[src/rtl/ws2812_seq_pkg.sv]
// ============================================================================
// Module   : ws2812_seq_pkg
// Brief    : Shared types and address maps for the WS2812 frame sequencer.
// Revision : 1.0 - initial release
// ============================================================================
`default_nettype none

package ws2812_seq_pkg;

    typedef enum logic [2:0] {
        ST_IDLE = 3'd0,
        ST_CFG  = 3'd1,
        ST_LOAD = 3'd2,
        ST_KICK = 3'd3,
        ST_WAIT = 3'd4,
        ST_HOLD = 3'd5
    } seq_state_t;

    typedef enum logic [1:0] {
        M_IDLE   = 2'd0,
        M_SETUP  = 2'd1,
        M_ACCESS = 2'd2
    } mst_state_t;

    // CPU-facing register offsets
    localparam logic [5:0] C_REG_CTRL   = 6'h00;
    localparam logic [5:0] C_REG_PERIOD = 6'h04;
    localparam logic [5:0] C_REG_BUF    = 6'h08;
    localparam logic [5:0] C_REG_STATUS = 6'h0C;
    localparam logic [5:0] C_REG_BRIGHT = 6'h10;

    localparam int C_CTRL_EN      = 0;
    localparam int C_CTRL_ONESHOT = 1;
    localparam int C_CTRL_IRQ_EN  = 2;

    // WS2812 peripheral offsets and CONTROL bits
    localparam logic [5:0] C_PER_STATUS    = 6'h00;
    localparam logic [5:0] C_PER_CONTROL   = 6'h04;
    localparam logic [5:0] C_PER_COLOUR_WR = 6'h08;

    localparam int C_PCTRL_AUTO_SEND = 0;
    localparam int C_PCTRL_SEND      = 1;

    function automatic logic [23:0] scale_rgb(input logic [23:0] rgb, input logic [7:0] bright);
        logic [15:0] f;
        logic [15:0] r;
        logic [15:0] g;
        logic [15:0] b;
        f = {8'd0, bright} + 16'd1;
        r = ({8'd0, rgb[23:16]} * f) >> 8;
        g = ({8'd0, rgb[15:8]}  * f) >> 8;
        b = ({8'd0, rgb[7:0]}   * f) >> 8;
        return {r[7:0], g[7:0], b[7:0]};
    endfunction

endpackage

`default_nettype wire

[src/rtl/ws2812_apb_master.sv]
// ============================================================================
// Module   : ws2812_apb_master
// Brief    : Single-write APB master; one start pulse issues one transfer.
// Revision : 1.0 - initial release
// ============================================================================
`default_nettype none

module ws2812_apb_master
    import ws2812_seq_pkg::*;
(
    input  logic        clk_i,
    input  logic        resetn_i,
    input  logic        start_i,
    input  logic [5:0]  addr_i,
    input  logic [31:0] data_i,
    output logic        psel_o,
    output logic        penable_o,
    output logic        pwrite_o,
    output logic [5:0]  paddr_o,
    output logic [31:0] pwdata_o,
    input  logic        pready_i,
    input  logic        pslverr_i,
    output logic        done_o,
    output logic        err_o
);

    mst_state_t  r_state;
    mst_state_t  w_next;
    logic [5:0]  r_addr;
    logic [31:0] r_data;

    always_ff @(posedge clk_i or negedge resetn_i) begin
        if (!resetn_i) begin
            r_state <= M_IDLE;
        end else begin
            r_state <= w_next;
        end
    end

    always_comb begin
        w_next = r_state;
        case (r_state)
            M_IDLE:   if (start_i) w_next = M_SETUP;
            M_SETUP:  w_next = M_ACCESS;
            M_ACCESS: if (pready_i) w_next = M_IDLE;
            default:  w_next = M_IDLE;
        endcase
    end

    always_comb begin
        psel_o    = (r_state != M_IDLE);
        penable_o = (r_state == M_ACCESS);
        pwrite_o  = 1'b1;
        done_o    = (r_state == M_ACCESS) && pready_i;
        err_o     = (r_state == M_ACCESS) && pready_i && pslverr_i;
    end

    // Address/data captured at start so the requester may change them freely
    always_ff @(posedge clk_i or negedge resetn_i) begin
        if (!resetn_i) begin
            r_addr <= '0;
            r_data <= '0;
        end else if ((r_state == M_IDLE) && start_i) begin
            r_addr <= addr_i;
            r_data <= data_i;
        end
    end

    assign paddr_o  = r_addr;
    assign pwdata_o = r_data;

endmodule

`default_nettype wire

[src/rtl/ws2812_frame_sequencer.sv]
// ============================================================================
// Module   : ws2812_frame_sequencer
// Brief    : Refreshes a WS2812 peripheral over APB from a local frame buffer.
//            Optional WS2812_SEQ_BRIGHTNESS_EN adds a global brightness scaler.
// Revision : 1.0 - initial release
// ============================================================================
`default_nettype none

module ws2812_frame_sequencer
    import ws2812_seq_pkg::*;
#(
    parameter int LED_COUNT    = 3,
    parameter int DONE_TIMEOUT = 2000000
)(
    input  logic        clk_i,
    input  logic        resetn_i,
    input  logic        s_apb_psel_i,
    input  logic        s_apb_penable_i,
    input  logic        s_apb_pwrite_i,
    input  logic [5:0]  s_apb_paddr_i,
    input  logic [31:0] s_apb_pwdata_i,
    output logic [31:0] s_apb_prdata_o,
    output logic        s_apb_pready_o,
    output logic        s_apb_pslverr_o,
    output logic        m_apb_psel_o,
    output logic        m_apb_penable_o,
    output logic        m_apb_pwrite_o,
    output logic [5:0]  m_apb_paddr_o,
    output logic [31:0] m_apb_pwdata_o,
    input  logic        m_apb_pready_i,
    input  logic        m_apb_pslverr_i,
    input  logic        led_done_i,
    output logic        irq_o
);

    localparam int                 C_IDX_W        = (LED_COUNT > 1) ? $clog2(LED_COUNT) : 1;
    localparam logic [C_IDX_W-1:0] C_LAST_IDX     = C_IDX_W'(LED_COUNT - 1);
    localparam logic [8:0]         C_LED_COUNT    = 9'(LED_COUNT);
    localparam logic [31:0]        C_TIMEOUT_LAST = 32'(DONE_TIMEOUT - 1);

    logic               r_s_pready;
    logic               r_s_pslverr;
    logic [31:0]        r_s_prdata;
    logic [2:0]         r_ctrl;
    logic [23:0]        r_period;
    logic               r_err_slv;
    logic               r_err_to;
    logic [7:0]         r_frame_cnt;
    logic               r_irq;
    logic [23:0]        r_buf [LED_COUNT];
    seq_state_t         r_state;
    seq_state_t         w_next;
    logic [C_IDX_W-1:0] r_idx;
    logic               r_issued;
    logic [31:0]        r_wait_cnt;
    logic [23:0]        r_timer;

    logic               w_s_access;
    logic               w_s_err;
    logic               w_wr_ok;
    logic [31:0]        w_rdata;
    logic [7:0]         w_buf_idx;
    logic               w_idx_ok;
    logic               w_timer_expired;
    logic               w_m_start;
    logic [5:0]         w_m_addr;
    logic [31:0]        w_m_data;
    logic               w_m_done;
    logic               w_m_err;
    logic               w_frame_done;
    logic               w_err_slv;
    logic               w_err_to;
    logic               w_cfg_entry;
    logic               w_busy;
    logic [23:0]        w_led_rgb;

`ifdef WS2812_SEQ_BRIGHTNESS_EN
    logic [7:0]         r_bright;
`endif

    // Each access is answered once; the completing cycle itself is not re-accepted
    assign w_s_access = s_apb_psel_i && s_apb_penable_i && !r_s_pready;
    assign w_buf_idx  = s_apb_pwdata_i[31:24];
    assign w_idx_ok   = ({1'b0, w_buf_idx} < C_LED_COUNT);
    assign w_wr_ok    = w_s_access && s_apb_pwrite_i && !w_s_err;

    always_comb begin
        w_s_err = 1'b0;
        w_rdata = '0;
        case (s_apb_paddr_i)
            C_REG_CTRL:   w_rdata = {29'd0, r_ctrl};
            C_REG_PERIOD: w_rdata = {8'd0, r_period};
            C_REG_BUF:    w_s_err = !s_apb_pwrite_i || !w_idx_ok;
            C_REG_STATUS: w_rdata = {16'd0, r_frame_cnt, 5'd0, r_err_to, r_err_slv, w_busy};
`ifdef WS2812_SEQ_BRIGHTNESS_EN
            C_REG_BRIGHT: w_rdata = {24'd0, r_bright};
`endif
            default:      w_s_err = 1'b1;
        endcase
    end

    always_ff @(posedge clk_i or negedge resetn_i) begin
        if (!resetn_i) begin
            r_s_pready  <= 1'b0;
            r_s_pslverr <= 1'b0;
            r_s_prdata  <= '0;
        end else begin
            r_s_pready  <= w_s_access;
            r_s_pslverr <= w_s_access && w_s_err;
            if (w_s_access) begin
                r_s_prdata <= (!s_apb_pwrite_i && !w_s_err) ? w_rdata : '0;
            end
        end
    end

    assign s_apb_pready_o  = r_s_pready;
    assign s_apb_pslverr_o = r_s_pslverr;
    assign s_apb_prdata_o  = r_s_prdata;

    // Sequencer events take priority over a same-cycle CPU write
    always_ff @(posedge clk_i or negedge resetn_i) begin
        if (!resetn_i) begin
            r_ctrl      <= '0;
            r_period    <= '0;
            r_err_slv   <= 1'b0;
            r_err_to    <= 1'b0;
            r_frame_cnt <= '0;
            r_irq       <= 1'b0;
        end else begin
            if (w_wr_ok && (s_apb_paddr_i == C_REG_CTRL))   r_ctrl   <= s_apb_pwdata_i[2:0];
            if (w_wr_ok && (s_apb_paddr_i == C_REG_PERIOD)) r_period <= s_apb_pwdata_i[23:0];
            if (w_cfg_entry)            r_ctrl[C_CTRL_ONESHOT] <= 1'b0;
            if (w_err_slv || w_err_to)  r_ctrl[C_CTRL_EN]      <= 1'b0;
            if (w_wr_ok && (s_apb_paddr_i == C_REG_STATUS) && s_apb_pwdata_i[1]) r_err_slv <= 1'b0;
            if (w_wr_ok && (s_apb_paddr_i == C_REG_STATUS) && s_apb_pwdata_i[2]) r_err_to  <= 1'b0;
            if (w_err_slv)    r_err_slv   <= 1'b1;
            if (w_err_to)     r_err_to    <= 1'b1;
            if (w_frame_done) r_frame_cnt <= r_frame_cnt + 8'd1;
            r_irq <= r_ctrl[C_CTRL_IRQ_EN] && (w_frame_done || w_err_slv || w_err_to);
        end
    end

    assign irq_o = r_irq;

`ifdef WS2812_SEQ_BRIGHTNESS_EN
    always_ff @(posedge clk_i or negedge resetn_i) begin
        if (!resetn_i) begin
            r_bright <= 8'hFF;
        end else if (w_wr_ok && (s_apb_paddr_i == C_REG_BRIGHT)) begin
            r_bright <= s_apb_pwdata_i[7:0];
        end
    end
    assign w_led_rgb = scale_rgb(r_buf[r_idx], r_bright);
`else
    assign w_led_rgb = r_buf[r_idx];
`endif

    // Buffer contents are deliberately not reset
    always_ff @(posedge clk_i) begin
        if (w_wr_ok && (s_apb_paddr_i == C_REG_BUF)) begin
            r_buf[w_buf_idx[C_IDX_W-1:0]] <= s_apb_pwdata_i[23:0];
        end
    end

    // Expiry looks one cycle ahead so frame starts land exactly PERIOD clocks apart
    assign w_timer_expired = (({1'b0, r_timer} + 25'd1) >= {1'b0, r_period});

    always_ff @(posedge clk_i or negedge resetn_i) begin
        if (!resetn_i) begin
            r_timer <= '0;
        end else if (w_cfg_entry) begin
            r_timer <= '0;
        end else if (r_timer != 24'hFF_FFFF) begin
            r_timer <= r_timer + 24'd1;
        end
    end

    always_ff @(posedge clk_i or negedge resetn_i) begin
        if (!resetn_i) begin
            r_state <= ST_IDLE;
        end else begin
            r_state <= w_next;
        end
    end

    always_comb begin
        w_next = r_state;
        case (r_state)
            ST_IDLE: if (r_ctrl[C_CTRL_ONESHOT] || (r_ctrl[C_CTRL_EN] && w_timer_expired)) w_next = ST_CFG;
            ST_CFG:  if (w_m_done) w_next = w_m_err ? ST_IDLE : ST_LOAD;
            ST_LOAD: begin
                if (w_m_done && w_m_err)                    w_next = ST_IDLE;
                else if (w_m_done && (r_idx == C_LAST_IDX)) w_next = ST_KICK;
            end
            ST_KICK: if (w_m_done) w_next = w_m_err ? ST_IDLE : ST_WAIT;
            ST_WAIT: begin
                if (led_done_i)    w_next = ST_HOLD;
                else if (w_err_to) w_next = ST_IDLE;
            end
            ST_HOLD: if (w_timer_expired) w_next = r_ctrl[C_CTRL_EN] ? ST_CFG : ST_IDLE;
            default: w_next = ST_IDLE;
        endcase
        w_cfg_entry = (w_next == ST_CFG) && (r_state != ST_CFG);
    end

    always_comb begin
        w_busy       = (r_state != ST_IDLE);
        w_m_start    = 1'b0;
        w_m_addr     = C_PER_CONTROL;
        w_m_data     = '0;
        case (r_state)
            ST_CFG:  w_m_start = !r_issued;
            ST_LOAD: begin
                w_m_start = !r_issued;
                w_m_addr  = C_PER_COLOUR_WR;
                w_m_data  = {8'(r_idx), w_led_rgb};
            end
            ST_KICK: begin
                w_m_start = !r_issued;
                w_m_data  = 32'd1 << C_PCTRL_SEND;
            end
            default: ;
        endcase
        w_frame_done = (r_state == ST_WAIT) && led_done_i;
        w_err_to     = (r_state == ST_WAIT) && !led_done_i && (r_wait_cnt == C_TIMEOUT_LAST);
        w_err_slv    = w_m_done && w_m_err;
    end

    // One transfer per visit; r_issued re-arms when the master reports done
    always_ff @(posedge clk_i or negedge resetn_i) begin
        if (!resetn_i) begin
            r_issued   <= 1'b0;
            r_idx      <= '0;
            r_wait_cnt <= '0;
        end else begin
            if (w_m_start)     r_issued <= 1'b1;
            else if (w_m_done) r_issued <= 1'b0;
            if (r_state != ST_LOAD) r_idx <= '0;
            else if (w_m_done && !w_m_err && (r_idx != C_LAST_IDX)) r_idx <= r_idx + 1'b1;
            if (r_state != ST_WAIT) r_wait_cnt <= '0;
            else                    r_wait_cnt <= r_wait_cnt + 32'd1;
        end
    end

    ws2812_apb_master u_master (
        .clk_i     (clk_i),
        .resetn_i  (resetn_i),
        .start_i   (w_m_start),
        .addr_i    (w_m_addr),
        .data_i    (w_m_data),
        .psel_o    (m_apb_psel_o),
        .penable_o (m_apb_penable_o),
        .pwrite_o  (m_apb_pwrite_o),
        .paddr_o   (m_apb_paddr_o),
        .pwdata_o  (m_apb_pwdata_o),
        .pready_i  (m_apb_pready_i),
        .pslverr_i (m_apb_pslverr_i),
        .done_o    (w_m_done),
        .err_o     (w_m_err)
    );

endmodule

`default_nettype wire

[config.mk]
export PLATFORM = sky130hd
export DESIGN_NAME = ws2812_frame_sequencer
export DESIGN_NICKNAME = d
export VERILOG_FILES = /design/src/rtl/ws2812_seq_pkg.sv /design/src/rtl/ws2812_apb_master.sv /design/src/rtl/ws2812_frame_sequencer.sv
export SDC_FILE = /design/constraint.sdc
export NUM_CORES = 1
export LEC_CHECK = 0
export CAP_MARGIN = 20
export CORE_UTILIZATION = 35
export DETAILED_ROUTE_END_ITERATION = 16
export PLACE_DENSITY = 0.6
export SKIP_LAST_GASP = 1
export SYNTH_ARGS = -nofsm -noshare
export SYNTH_HDL_FRONTEND = slang
export SYNTH_SLANG_ARGS = --single-unit
[constraint.sdc]
create_clock -name clk_i -period 5.5 [get_ports clk_i]
set_input_delay 1.1 -clock clk_i [delete_from_list [all_inputs] [get_ports clk_i]]
set_output_delay 1.1 -clock clk_i [all_outputs]
set_load 0.005 [all_outputs]
==> flow_metrics.tcl <==
set metrics [dict create \
    hold_viol 0 \
    grt.busiest_layer "met2" \
    tightest_slew_ns 1.04 \
    drive_gt1_share_pct 9.35 \
    skew_ns 0.0137 \
    cp-start-kind "flop" \
    clock.fmax_mhz 248 \
    r2r_cells 12 \
    vdd_drop_max_uv 214 \
    status "finished clean" \
    drtIter0Drc 489 \
    drc 0 \
    syn_area_um2 10600 \
    gr-usage-met2_pct 26.0 \
    cts_tree "built" \
    synth-edff-count 72 \
    synth_top_area_share_pct 37.0 \
    cts_setup_buffers 0 \
    fp.dieArea_um2 30900 \
    core_um2 29600 \
    ys.flop_type "dfrtp_1" \
    yosys_warnings 0 \
    synthTopCellsByArea "dfrtp_1 (37%), edfxtp_1 (20%), nand2_1 (3.7%)" \
    die_y_um 176 \
    dr.pass1.iters 5 \
    io_buffers 102 \
    async_reset_ff_share_pct 68.4 \
    synth_area_per_cell_um2 11.2 \
    num_antenna_cells 0 \
    final_cell_mix "dfrtp_1 (156), nand2_1 (103), clkdlybuf4s50_1 (101)" \
    wl_mm 24.7 \
    cts_made_buffers 24 \
    syn2layout_area_growth_pct 20.4 \
    post-place-cells 1404 \
    grt_remaining_overflow 0 \
    period_share_pct 73.4 \
    antenna_found_initial 0 \
    synth.distinct_cells 68 \
    syn_inst 943 \
    layout.nets 1115 \
    end_kind "flop" \
    start_util_pct 35.6 \
    gp_congestion 0.850 \
    grt_pass1_vias 7063 \
    cts_sinks 228 \
    viasPerCell 4.94 \
    mostFrequentLayoutCell "dfrtp_1" \
    rsz0062_at_grt "false" \
    avgRoutedWirePerCell_um 17.1 \
    yosysSeqAreaShare_pct 57.4 \
    synth_top_area_cell "dfrtp_1" \
    stdcell_count 1449 \
    ys_seq_elements 228 \
    power.total_uw 4260 \
    rows 63 \
    ioPinCount 122 \
    cp_data_arrival_time_ns 4.39 \
    ctsHoldBuffers 0 \
    hpwl_mm 17.5 \
    path_max_fanout 25 \
    clk_path_buf_depth 3 \
    cts.htree.levels 1 \
    reg2reg_to "r_timer[17]" \
    hp-class "reg -> reg" \
    ant_nets 0 \
    dpl_cell_area_um2 11900 \
    finalSetupTns_ns 0 \
    die_w_um 176 \
    worstSkewPairLatency_ns 0.53 \
    design_area_um2 12700 \
    cap_violations 0 \
    endpoint "r_timer[17]" \
    reg2reg_slack_ns 1.46 \
    required_ns 5.85 \
    critical_path_class "reg -> reg" \
    grt_max_degree 74 \
    total_leakage_power_uw 0.00508 \
    relSlewSlack_pct 30.6 \
    vias 7159 \
    maxSlewViolCount 0 \
    cts_root_buffer "clkbuf_16" \
    grt_util_met1_pct 23.1 \
    finalCriticalPeriod_ns 4.04 \
    setup_violations 0 \
    worstReg2RegStart "r_timer[0]" \
    critPathLaunch "r_timer[0]" \
    cellPowerDensity_nw_per_um2 335 \
    ctsResizeCount 0 \
    grt_pass1_wl_mm 39.8 \
    gr-usage-met3_pct 2.86 \
    grt_util_all_layers_pct 16.4 \
    clk_pin_slew_ns 0.06 \
]
-- cell families (layout without fill, tap and decap cells) --
| kind of cell | count (synthesis) | in the layout | synth area share (%) |
|---|---|---|---|
| buf+inv | 92 | 191 | 4.39 |
| compound gates | 171 | 171 | 10.3 |
| fa+ha+maj | 28 | 28 | 3.32 |
| simple gates | 323 | 323 | 15.7 |
| other cells | 2 | 19 | 0.0711 |
| flops | 228 | 228 | 57.4 |
| mux | 43 | 43 | 4.13 |
| xor+xnor | 56 | 56 | 4.64 |
-- final cells by class --
class | instances | area, µm²
multi-input combinational | 640 | 4120
sequential | 228 | 6070
clock inverter | 11 | 133
inverter | 34 | 128
tap | 390 | 488
fill | 2788 | 16900
timing repair buffer | 113 | 1120
clock buffer | 33 | 664
-- worst min-delay path by stage --
stage	from	endpoint	slack, ns	depth (start not counted)
floorplan	r_frame_cnt[7]	r_frame_cnt[7]	0.45	1
global placement	u_master.pwdata_o[25]	u_master.pwdata_o[25]	0.45	2
detailed placement	u_master.pwdata_o[25]	u_master.pwdata_o[25]	0.46	2
CTS	u_master.pwdata_o[25]	u_master.pwdata_o[25]	0.47	2
global route	r_frame_cnt[7]	r_frame_cnt[7]	0.51	1
finish	u_master.pwdata_o[25]	u_master.pwdata_o[25]	0.47	2
-- registers in the layout (all words and copies together), names as in the netlist --
register,count
r_buf,72
r_wait_cnt,32
u_master.pwdata_o,26
r_period,24
r_timer,24
s_apb_prdata_o,24
r_frame_cnt,8
r_ctrl,3
r_state,3
r_idx,2
u_master.paddr_o,2
u_master.r_state,2
irq_o,1
r_err_slv,1
r_err_to,1
r_issued,1
s_apb_pready_o,1
s_apb_pslverr_o,1
-- power breakdown --
part | total (µW) | internal [µW] | switching [µW] | leakage (µW)
registers | 1970 | 1850 | 118 | 0.00263
logic | 659 | 275 | 384 | 0.00206
clock network | 1630 | 947 | 684 | 0.000378
total | 4260 | 3070 | 1190 | 0.00508
-- critical path, stage by stage, from the launching register on --
cell,delay (ns)
dfrtp_1,0.42
ha_1,0.21
nand3_1,0.24
nor4_2,0.38
nand3_1,0.21
xnor2_1,0.18
ha_1,0.30
nand3_1,0.09
nor4_1,0.46
a221o_1,0.30
nor4_4,0.08
a21oi_4,0.81
a21oi_1,0.18
-- Yosys cell counts (all sizes together) (24+ instances only) --
library cell,n
ha,28
inv,34
nor2,95
nand4,25
xnor2,32
dfrtp,156
o21ai,74
a21oi,63
mux2i,38
nand2,104
xor2,24
edfxtp,72
buf,39
nand3,25
-- per-stage QoR --
| stage | utilization (%) | setup slack, ns | hold slack [ns] |
|---|---|---|---|
| after global routing | 42.9 | 1.02 | 0.507 |
| after floorplan | - | 1.23 | 0.445 |
| after detailed placement | 40.1 | 1.44 | 0.460 |
| after CTS | 42.8 | 1.42 | 0.474 |
| after global placement | 40.1 | 1.47 | 0.454 |
| final | 42.9 | 1.46 | 0.469 |
-- metal layers --
| layer | share of wire [%] | wire, µm | up-vias |
|---|---|---|---|
| met3 | 4.9 | 1220 | 33 |
| met2 | 46 | 11500 | 159 |
| li1 | - | - | 3478 |
| met5 | 0 | 0 | - |
| met4 | 2.0 | 489 | 0 |
| met1 | 47 | 11600 | 3489 |
Power figures use the tool's default switching activity.
